--- src/rtl/afe_pkg.sv ---
// Shared SPI frame layout, FSM encoding and sizing helper for the AFE control block.
// Latency: n/a (types and constants only).
// Backpressure: n/a.
package afe_pkg;

    localparam int FRAME_W  = 16;
    localparam int ADDR_W   = 7;
    localparam int DATA_W   = 8;
    localparam int RNW_BIT  = FRAME_W - 1;
    localparam logic [FRAME_W-1:0] INIT_TERM = 16'hFFFF;

    // One SPI frame as it goes on the wire, MSB first.
    typedef struct packed {
        logic              rnw;
        logic [ADDR_W-1:0] addr;
        logic [DATA_W-1:0] data;
    } spi_frame_t;

    typedef enum logic [2:0] {
        ST_RST_HOLD,
        ST_WAKE,
        ST_LOAD,
        ST_SHIFT,
        ST_GAP,
        ST_IDLE
    } afe_state_e;

    // Width of a counter that must hold 0..n-1 (never narrower than 1 bit).
    function automatic int cnt_w(input int n);
        return (n <= 2) ? 1 : $clog2(n);
    endfunction

endpackage

--- src/rtl/afe_init_rom.sv ---
// AFE power-up register table, one 16-bit frame word per index; 0xFFFF ends the table early.
// Latency: combinational read.
// Backpressure: none.
// Ports: idx (table index), word (frame sent verbatim).
module afe_init_rom
    import afe_pkg::*;
#(
    parameter  int INIT_LEN = 16,
    localparam int IW       = cnt_w(INIT_LEN)
) (
    input  logic [IW-1:0]      idx,
    output logic [FRAME_W-1:0] word
);

    always_comb begin
        word = INIT_TERM;
        if (int'(idx) < INIT_LEN) begin
            case (idx)
                IW'(0):  word = 16'h0102;
                IW'(1):  word = 16'h0304;
                IW'(2):  word = 16'h8510;
                default: word = INIT_TERM;
            endcase
        end
    end

endmodule

--- src/rtl/afe_spi_ctrl.sv ---
// AFE power-up sequencer (hard reset, wake wait, init table replay) and runtime SPI register master.
// Latency: host access = 1 + 16*2*CLK_DIV + CLK_DIV cycles to host_ack, then GAP_CYCLES before next frame.
// Backpressure: host_req is held until the one-cycle host_ack; requests wait while init or restart runs.
// Ports: clk/reset_n; host_req/rnw/addr/wdata -> host_ack/rdata; restart_init; rx/tx_en_req;
//        busy/init_done status; afe_reset, afe_rx_en, afe_tx_en, 4-wire SPI (sclk, sen_n, sdio, sdo).
module afe_spi_ctrl
    import afe_pkg::*;
#(
    parameter int CLK_DIV     = 4,
    parameter int RST_CYCLES  = 1000,
    parameter int WAKE_CYCLES = 10000,
    parameter int GAP_CYCLES  = 8,
    parameter int INIT_LEN    = 16
) (
    input  logic              clk,
    input  logic              reset_n,
    input  logic              host_req,
    input  logic              host_rnw,
    input  logic [ADDR_W-1:0] host_addr,
    input  logic [DATA_W-1:0] host_wdata,
    output logic              host_ack,
    output logic [DATA_W-1:0] host_rdata,
    input  logic              restart_init,
    input  logic              rx_en_req,
    input  logic              tx_en_req,
    output logic              busy,
    output logic              init_done,
    output logic              afe_reset,
    output logic              afe_rx_en,
    output logic              afe_tx_en,
    output logic              afe_sclk,
    output logic              afe_sen_n,
    output logic              afe_sdio,
    input  logic              afe_sdo
);

    localparam int MAX_WAIT = (RST_CYCLES > WAKE_CYCLES) ?
                              ((RST_CYCLES > GAP_CYCLES) ? RST_CYCLES : GAP_CYCLES) :
                              ((WAKE_CYCLES > GAP_CYCLES) ? WAKE_CYCLES : GAP_CYCLES);
    localparam int CW = cnt_w(MAX_WAIT);
    localparam int DW = cnt_w(CLK_DIV);
    localparam int IW = cnt_w(INIT_LEN);

    afe_state_e         state;
    logic [CW-1:0]      cnt;
    logic [DW-1:0]      div_cnt;
    logic [4:0]         bit_cnt;
    logic [FRAME_W-1:0] shreg;
    logic [DATA_W-1:0]  rx_sh;
    logic [IW-1:0]      idx;
    logic               frm_rd;
    logic               frm_host;
    logic               restart_pend;

    logic [FRAME_W-1:0] rom_word;
    spi_frame_t         host_frm;
    logic [FRAME_W-1:0] start_word;
    logic               frame_start;

    afe_init_rom #(.INIT_LEN(INIT_LEN)) u_rom (
        .idx  (idx),
        .word (rom_word)
    );

    // Reads put zeros in the data byte; the AFE answers on sdo during those bits.
    always_comb begin
        host_frm.rnw  = host_rnw;
        host_frm.addr = host_addr;
        host_frm.data = host_rnw ? '0 : host_wdata;
        start_word    = (state == ST_IDLE) ? host_frm : rom_word;
        // A pending restart always beats a host request in IDLE.
        frame_start   = ((state == ST_LOAD) && (rom_word != INIT_TERM)) ||
                        ((state == ST_IDLE) && !restart_pend && !restart_init && host_req);
    end

    always_ff @(posedge clk or negedge reset_n) begin
        if (!reset_n) begin
            state        <= ST_RST_HOLD;
            cnt          <= '0;
            div_cnt      <= '0;
            bit_cnt      <= '0;
            shreg        <= '0;
            rx_sh        <= '0;
            idx          <= '0;
            frm_rd       <= 1'b0;
            frm_host     <= 1'b0;
            restart_pend <= 1'b0;
            host_ack     <= 1'b0;
            host_rdata   <= '0;
            busy         <= 1'b1;
            init_done    <= 1'b0;
            afe_reset    <= 1'b1;
            afe_rx_en    <= 1'b0;
            afe_tx_en    <= 1'b0;
            afe_sclk     <= 1'b0;
            afe_sen_n    <= 1'b1;
            afe_sdio     <= 1'b0;
        end else begin
            host_ack  <= 1'b0;
            afe_rx_en <= rx_en_req & init_done;
            afe_tx_en <= tx_en_req & init_done;
            if (restart_init) begin
                restart_pend <= 1'b1;
            end

            case (state)
                ST_RST_HOLD: begin
                    if (cnt == CW'(RST_CYCLES - 1)) begin
                        cnt       <= '0;
                        afe_reset <= 1'b0;
                        state     <= ST_WAKE;
                    end else begin
                        cnt <= cnt + 1'b1;
                    end
                end
                ST_WAKE: begin
                    if (cnt == CW'(WAKE_CYCLES - 1)) begin
                        cnt   <= '0;
                        idx   <= '0;
                        state <= ST_LOAD;
                    end else begin
                        cnt <= cnt + 1'b1;
                    end
                end
                ST_LOAD: begin
                    // Non-terminator words are launched by the frame_start block below.
                    if (rom_word == INIT_TERM) begin
                        state     <= ST_IDLE;
                        busy      <= 1'b0;
                        init_done <= 1'b1;
                    end
                end
                ST_SHIFT: begin
                    if (div_cnt != DW'(CLK_DIV - 1)) begin
                        div_cnt <= div_cnt + 1'b1;
                    end else begin
                        div_cnt <= '0;
                        if (afe_sclk) begin
                            // Falling edge: present the next bit (zeros once the word is out).
                            afe_sclk <= 1'b0;
                            bit_cnt  <= bit_cnt + 5'd1;
                            afe_sdio <= shreg[FRAME_W-2];
                            shreg    <= {shreg[FRAME_W-2:0], 1'b0};
                        end else if (bit_cnt == 5'(FRAME_W)) begin
                            // Trailing low half-period done: close the frame.
                            afe_sen_n <= 1'b1;
                            afe_sdio  <= 1'b0;
                            state     <= ST_GAP;
                            cnt       <= '0;
                            if (frm_host) begin
                                host_ack <= 1'b1;
                                if (frm_rd) begin
                                    host_rdata <= rx_sh;
                                end
                            end
                        end else begin
                            afe_sclk <= 1'b1;
                            if (frm_rd && (bit_cnt >= 5'(FRAME_W - DATA_W))) begin
                                rx_sh <= {rx_sh[DATA_W-2:0], afe_sdo};
                            end
                        end
                    end
                end
                ST_GAP: begin
                    if (cnt == CW'(GAP_CYCLES - 1)) begin
                        cnt <= '0;
                        if (frm_host || (idx == IW'(INIT_LEN - 1))) begin
                            state <= ST_IDLE;
                            busy  <= 1'b0;
                            if (!frm_host) begin
                                init_done <= 1'b1;
                            end
                        end else begin
                            idx   <= idx + 1'b1;
                            state <= ST_LOAD;
                        end
                    end else begin
                        cnt <= cnt + 1'b1;
                    end
                end
                ST_IDLE: begin
                    if (restart_pend || restart_init) begin
                        state        <= ST_RST_HOLD;
                        cnt          <= '0;
                        busy         <= 1'b1;
                        afe_reset    <= 1'b1;
                        init_done    <= 1'b0;
                        restart_pend <= 1'b0;
                    end
                end
                default: begin
                    state <= ST_RST_HOLD;
                end
            endcase

            if (frame_start) begin
                state    <= ST_SHIFT;
                busy     <= 1'b1;
                afe_sen_n <= 1'b0;
                afe_sdio <= start_word[FRAME_W-1];
                shreg    <= start_word;
                frm_rd   <= start_word[RNW_BIT];
                frm_host <= (state == ST_IDLE);
                div_cnt  <= '0;
                bit_cnt  <= '0;
                afe_sclk <= 1'b0;
            end
        end
    end

endmodule

--- config.mk ---
export PLATFORM = sky130hd
export DESIGN_NAME = afe_spi_ctrl
export DESIGN_NICKNAME = d
export VERILOG_FILES = /design/src/rtl/afe_pkg.sv /design/src/rtl/afe_init_rom.sv /design/src/rtl/afe_spi_ctrl.sv
export SDC_FILE = /design/constraint.sdc
export NUM_CORES = 1
export LEC_CHECK = 0
export ABC_AREA = 1
export ABC_CLOCK_PERIOD_IN_PS = 1900
export BUFFER_PORTS_ARGS = -buffer_cell sky130_fd_sc_hd__buf_2
export CAP_MARGIN = 25
export CORE_UTILIZATION = 30
export CTS_BUF_LIST = sky130_fd_sc_hd__clkbuf_16
export DETAILED_ROUTE_END_ITERATION = 8
export SLEW_MARGIN = 15
export SYNTH_ARGS = -nofsm -noshare
export SYNTH_HDL_FRONTEND = slang
export SYNTH_SLANG_ARGS = --single-unit
--- constraint.sdc ---
create_clock -name clk -period 1.9 [get_ports clk]
set_input_delay 0.19 -clock clk [delete_from_list [all_inputs] [get_ports clk]]
set_output_delay 0.19 -clock clk [all_outputs]
set_load 0.02 [all_outputs]
## Word-level counts from Yosys, hierarchy flattened

Index checks and enable logic that the tools add are counted.

| word-level totals | value |
|---|---|
| bits in registers | 71 |
| bits of input ports | 23 |
| output and inout port bits | 17 |

| operators by class | value |
|---|---|
| order comparisons | 1 |
| reduce and logical (&&, ||, !) cells | 33 |
| multiplexer cells | 74 |
| add/subtract/negate cells | 4 |
| bitwise logic cells | 5 |
| equal/unequal tests | 37 |

Operators with widths:

| cell | number |
|---|---|
| two-way mux 14 bit | 7 |
| one-hot mux 14 bit (5 select lines) | 1 |
| two-way mux 15 bit | 4 |
| one-hot mux 16 bit (3 select lines) | 1 |
| two-way mux 1 bit | 34 |
| two-way mux 3 bit | 10 |
| != test 2 bit (second input constant) | 12 |
| != test 3 bit (second input constant) | 8 |
| two-way mux 5 bit | 4 |
| one-hot mux 3 bit (6 select lines) | 1 |
| equality test 16 bit (second input constant) | 1 |
| two-way mux 16 bit | 1 |
| != test 16 bit (second input constant) | 1 |
| AND reduction 5 bit | 3 |
| adder 14 x 1 -> 14 bit (second input constant) | 1 |
| equality test 14 x 10 -> 1 bit (second input constant) | 1 |
| equality test 14 bit (second input constant) | 1 |
| equality test 14 x 3 -> 1 bit (second input constant) | 1 |
| two-way mux 4 bit | 3 |
| AND reduction 6 bit | 2 |
| nonzero test 2 bit | 5 |
| AND reduction 3 bit | 3 |
| two-way mux 8 bit | 1 |
| one-hot mux 4 bit (2 select lines) | 1 |
| other kinds (29) | 47 |

## Depth between registers and ports, before layout

| depth | value |
|---|---|
| depth after elaboration | 7 |
| mapped depth | 13 |
| depth with buffers taken out | 13 |

## Hierarchy

Synthesis repeated with hierarchy kept, for this count alone.

| unflattened totals | value |
|---|---|
| cell total of the unflattened synthesis | 573 |
| area, all modules | 4,175.3 um^2 |

Modules (own cells, without submodules):

| module | cells each | instances | sequential area each (um^2) | area each (um^2) |
|---|---|---|---|---|
| afe_spi_ctrl | 551 | 1 | 1,780.5 | 4,043.9 |
| afe_init_rom | 22 | 1 | 0.0 | 131.4 |

## Worst setup path after synthesis

Ideal clock, no wire load.

| timing path | value |
|---|---|
| path type | reg2reg |
| from | reg idx[0] |
| to | reg shreg[12] |
| stages on the path, launching flop included | 12 |
| data required time | 1,774 ps |
| arrival | 1,637 ps |
| setup time | 126 ps |
| setup slack | 137 ps |
| cell sequence | dfrtp_1 inv_1 ha_1 o21ai_0 nand2_1 nand2_1 nand2_4 nor2_4 inv_4 buf_6 nor2_1 a31oi_1 |

| between the ends | value |
|---|---|
| word-level cells in the longest chain between the ends | 7 |
| elaborated cells between the ends (all ways) | 13 |
| those cells by class | eq/ne (4); mux (3); reduce/logical (6) |

Ends and longest elaborated chain:

| item | RTL line | RTL |
|---|---|---|
| start, declared | afe_spi_ctrl.sv:50 | `logic [IW-1:0] idx;` |
| start signal, assigned | afe_spi_ctrl.sv:174 | `idx <= idx + 1'b1;` |
| equality test 4 x 2 -> 1 bit, or another cell as far along | afe_init_rom.sv:18 | `case (idx)` |
| one-hot mux 16 bit (3 select lines) * | afe_init_rom.sv:18 |  |
| != test 16 bit | afe_spi_ctrl.sv:72 | `frame_start = ((state == ST_LOAD) && (rom_word != INIT_TERM)) \|\|` |
| logical AND 1 bit | afe_spi_ctrl.sv:72 |  |
| logical OR 1 bit | afe_spi_ctrl.sv:72 |  |
| != test 2 bit (no source line) / nonzero test 2 bit (equally long branches) | n/a |  |
| AND reduction 3 bit (no source line) | n/a |  |
| end signal, assigned | afe_spi_ctrl.sv:143 | `shreg <= {shreg[FRAME_W-2:0], 1'b0};` |
| end signal, assigned | afe_spi_ctrl.sv:201 | `shreg <= start_word;` |
| end, declared | afe_spi_ctrl.sv:48 | `logic [FRAME_W-1:0] shreg;` |

Mark *: on every way between the ends. The rest lies on a longest branch, timed or not.
A chain may end at the register's enable or synchronous reset.

## Worst setup path in the final report

| timing path | value |
|---|---|
| from | reg idx[0] |
| to | reg bit_cnt[3] |

| between the ends | value |
|---|---|
| word-level cells in the longest chain between the ends | 7 |
| elaborated cells between the ends (all ways) | 12 |
| those cells by class | eq/ne (4); mux (2); reduce/logical (6) |

Ends and longest elaborated chain:

| item | RTL line | RTL |
|---|---|---|
| equality test 4 x 2 -> 1 bit, or another cell as far along | afe_init_rom.sv:18 |  |
| one-hot mux 16 bit (3 select lines) * | afe_init_rom.sv:18 |  |
| != test 16 bit * | afe_spi_ctrl.sv:72 |  |
| logical AND 1 bit * | afe_spi_ctrl.sv:72 |  |
| logical OR 1 bit * | afe_spi_ctrl.sv:72 |  |
| != test 2 bit (no source line) / nonzero test 2 bit (equally long branches) | n/a |  |
| AND reduction 3 bit (no source line) | n/a |  |
| end signal, assigned | afe_spi_ctrl.sv:141 | `bit_cnt <= bit_cnt + 5'd1;` |
| end, declared | afe_spi_ctrl.sv:47 | `logic [4:0] bit_cnt;` |

Marks and branches as above.

==> impl_results.md <==
- GP Congestion: 0.859
- Pwr Density: 680 nW/um^2
- Syn Nets: 543
- Post-synth EDFFs: 0
- Hpwl dp: 6800 um
- WS Path Type: flop to flop
- Most frequent cells in the layout: 135 x nand2_1, 67 x dfrtp_1, 62 x nor2_1
- Yosys warns: 0
- Final cycle utilization of the critical path: 93.8%
- First-pass GRT wire length: 15,800 um
- Port bufs: 39
- CP delay by family, top: simple AND/OR/NAND/NOR gates
- GRT Util Overall: 14.9%
- R2r endpoint: bit_cnt[3]
- Worst path required time: 2.12 ns
- Layout cells sized above 1: 20.8%
- Hold Vio Cnt, Final: 0
- DR vias/cell: 4.69
- Placed Area: 4470 um^2
- Ports: 40
- Top FF cell, synth: dfrtp_1
- Layout net count: 616
- Skew final: 0.00463 ns
- H-tree depth: 3
- Post-synthesis register bit count: 71
- Slowest stage delay, CP: 0.38 ns
- Multiplexer share of the synthesized area: 0.287%
- Vias: 3,573
- Synth Area in Simple Gates: 31.1%
- Avg Inst Size Synth: 7.66 um^2
- Clock sinks: 71
- Most common library cell in the layout ignoring fill and taps: nand2_1
- Starting Density: 31.0%
- Number of DRC markers in iteration 0: 251
- Adder-Cell Fraction of Synth Area: 2.55%
- Final Slew Violations: 0
- Final setup viols: 0
- Core area: 12,700 um^2
- Min-delay worst type: primary input to flop
- Switching share of power: 22.1%
- Area Overhead vs Synth: 24.0%
- Die area: 13,500 um^2
- Data arrival time of the worst path: 2.00 ns
- Clk_lat worst skew: 0.33 ns
- Sequential area share after synthesis: 45.4%
- P_int: 2.58 mW
- Antenna violation net count after detailed routing: 0
- Main combinational cell family by area after synthesis: simple AND/OR/NAND/NOR gates
- Largest net degree at the start of global routing: 72
- Drt total wl: 9330 um
- Worst Hold Path EP: afe_tx_en
- Flop pwr share: 46.8%
- Clock-pin slew on the worst setup and hold paths: 0.06 ns
- Hold path cells: 3
- Worst Hold Launch: tx_en_req
- Worst slew pin tran: 0.616 ns
- Crit. End Element: flop
- Ys async rst share: 100%
- Part of the power in the clock network: 50.0%
- Max clock buf depth: 2
- DRC: 0
- Area of the mapped netlist: 3920 um^2
- Worst R2R Start: idx[0]
- Slowest-stage cell, CP: dfrtp_1
- Most frequent cell on the critical path: nand2_1
- Synth Area in Compound Gates: 11.4%
- Min Hold Slack: 0.0653 ns
- Max IR drop VDD: 0.000766 V
- Status: complete, no violations
- Cell depth of the worst setup path: 13
- Die Y-Extent: 116 um
- Gr ovfl total: 0
- Initial antenna violation count: 0
- Fillers: 1,328
- NetSw: 0.731 mW
- CP Max Fanout: 16
- 1st-pass router iterations: 4
- Max Clk Rate: 0.561 GHz
- Crit path buf inv count: 3
- R2r setup slk: 0.12 ns
- Diode count: 0
- Synth Area in XOR/XNOR: 1.79%
- Slew Limit Headroom: 58.9%
- Vias in the first global route: 3,439
- P_leak: 2.52 nW
- Combinational group share of total power: 3.2%
- Root Driver: clkbuf_16
- Nature of the critical path startpoint: flop
- Max Cap Viol: 0
- Die X: 116 um
- Worst R2R Path Depth: 13
- CTS tree: done
- DR WL/cell: 12.2 um
- Crit path cell chain: inv_1, buf_4, ha_1, nand2_1, nand2_1, nand2_2, nand2_4, nor2_4, inv_4, nand2_1, nand2_1, nand2_1, nor2_1
- CTS Buf Count: 9
- Post-synthesis cell count: 512
- Fin crit period: 1.78 ns
- Cell area after layout: 4870 um^2
- Post-synth cell types: 39
- # rows: 41
==> cells by family (layout without fill, tap and decap cells) <==
kind of cell,count (synthesis),after routing
flops,71,71
compound gates,79,79
simple gates,275,275
xor+xnor,8,8
buf+inv,70,148
fa+ha+maj,8,8
mux,1,1
==> worst max-delay path by stage <==
stage	slack, ns	startpoint	to
5_1_grt	-0.004	state[1]	cnt[0]
2_1_floorplan	0.14	idx[0]	shreg[12]
6_report	0.12	idx[0]	bit_cnt[3]
3_3_place_gp	0.04	idx[0]	afe_sdio
3_5_place_dp	-0.06	idx[1]	shreg[2]
4_1_cts	0.04	bit_cnt[1]	cnt[4]
==> stage by stage <==
stage / cells / setup slack [ns] / utilization, % / TNS, ns / power (mW)
after detailed placement: 739 / -0.0606 / 35.3 / -0.297 / 1.68
after CTS: 756 / 0.0432 / 37.7 / 0 / 3.36
after global placement: 739 / 0.0418 / 35.3 / 0 / 1.68
final: 762 / 0.119 / 38.4 / 0 / 3.31
after floorplan: 512 / 0.137 / - / 0 / 1.61
after global routing: 762 / -0.00372 / 38.4 / -0.00691 / 3.44
==> power groups by stage <==
stage | combinational [mW] | clock (mW) | sequential [mW]
after floorplan | 0.0351 | 0 | 1.57
after global placement | 0.108 | 0 | 1.57
after detailed placement | 0.109 | 0 | 1.57
after CTS | 0.111 | 1.71 | 1.55
after global routing | 0.125 | 1.77 | 1.55
final | 0.107 | 1.65 | 1.55
==> synth_stat cells (2+ instances only) <==
library cell | n | area share (%)
nor3_2 | 2 | 0.51
inv_2 | 5 | 0.48
ha_1 | 8 | 2.6
clkbuf_1 | 2 | 0.19
o21ai_1 | 17 | 2.2
inv_1 | 55 | 5.3
nand2_1 | 136 | 13
nand2_2 | 3 | 0.48
nand2_4 | 3 | 0.86
nor2_1 | 64 | 6.1
nand4_1 | 10 | 1.6
nor2_8 | 2 | 1.0
a21oi_1 | 17 | 2.2
nor2_2 | 4 | 0.64
nand3_1 | 43 | 5.5
dfstp_2 | 3 | 2.0
a31oi_1 | 6 | 0.96
o21ai_0 | 29 | 3.7
buf_6 | 3 | 0.86
buf_2 | 3 | 0.38
o311ai_1 | 2 | 0.45
nor3_1 | 5 | 0.64
dfrtp_1 | 68 | 43
xor2_1 | 7 | 1.6
==> per-layer routing <==
metal | share of wire (%) | global-route usage [%] | vias up
met5 | 0 | 0 | -
met4 | 0.75 | 4.27 | 0
met3 | 4.2 | 4.00 | 5
met2 | 48 | 24.6 | 77
met1 | 47 | 19.2 | 1688
li1 | - | - | 1803
==> sequential cells by signal, indices dropped and copies added, names as in the netlist, 2 cells and up <==
name	flops
state	3
cnt	14
idx	4
host_rdata	8
bit_cnt	5
shreg	15
rx_sh	8
div_cnt	2
==> what timing repair did <==
item	4_1_cts	5_1_grt
buffers inserted	0	6
pin swaps	0	3
hold endpoints to repair	68	0
resized for setup	2	15
setup endpoints to repair	12	54
hold buffers	1	0
==> tightest hold or removal path: stages <==
cell	delay, ns
buf_2	0.07
nand2_1	0.05
inv_1	0.05
==> final cells by class <==
class	count	area (um^2)	share of cell area, %
Sequential cell	71	1780	36.6
Tap cell	172	215	4.42
Timing Repair Buffer	71	454	9.33
Inverter	61	234	4.81
Multi-Input combinational cell	371	1890	38.9
Clock inverter	7	65.1	1.34
Clock buffer	9	225	4.63
Power figures use the tool's default switching activity.
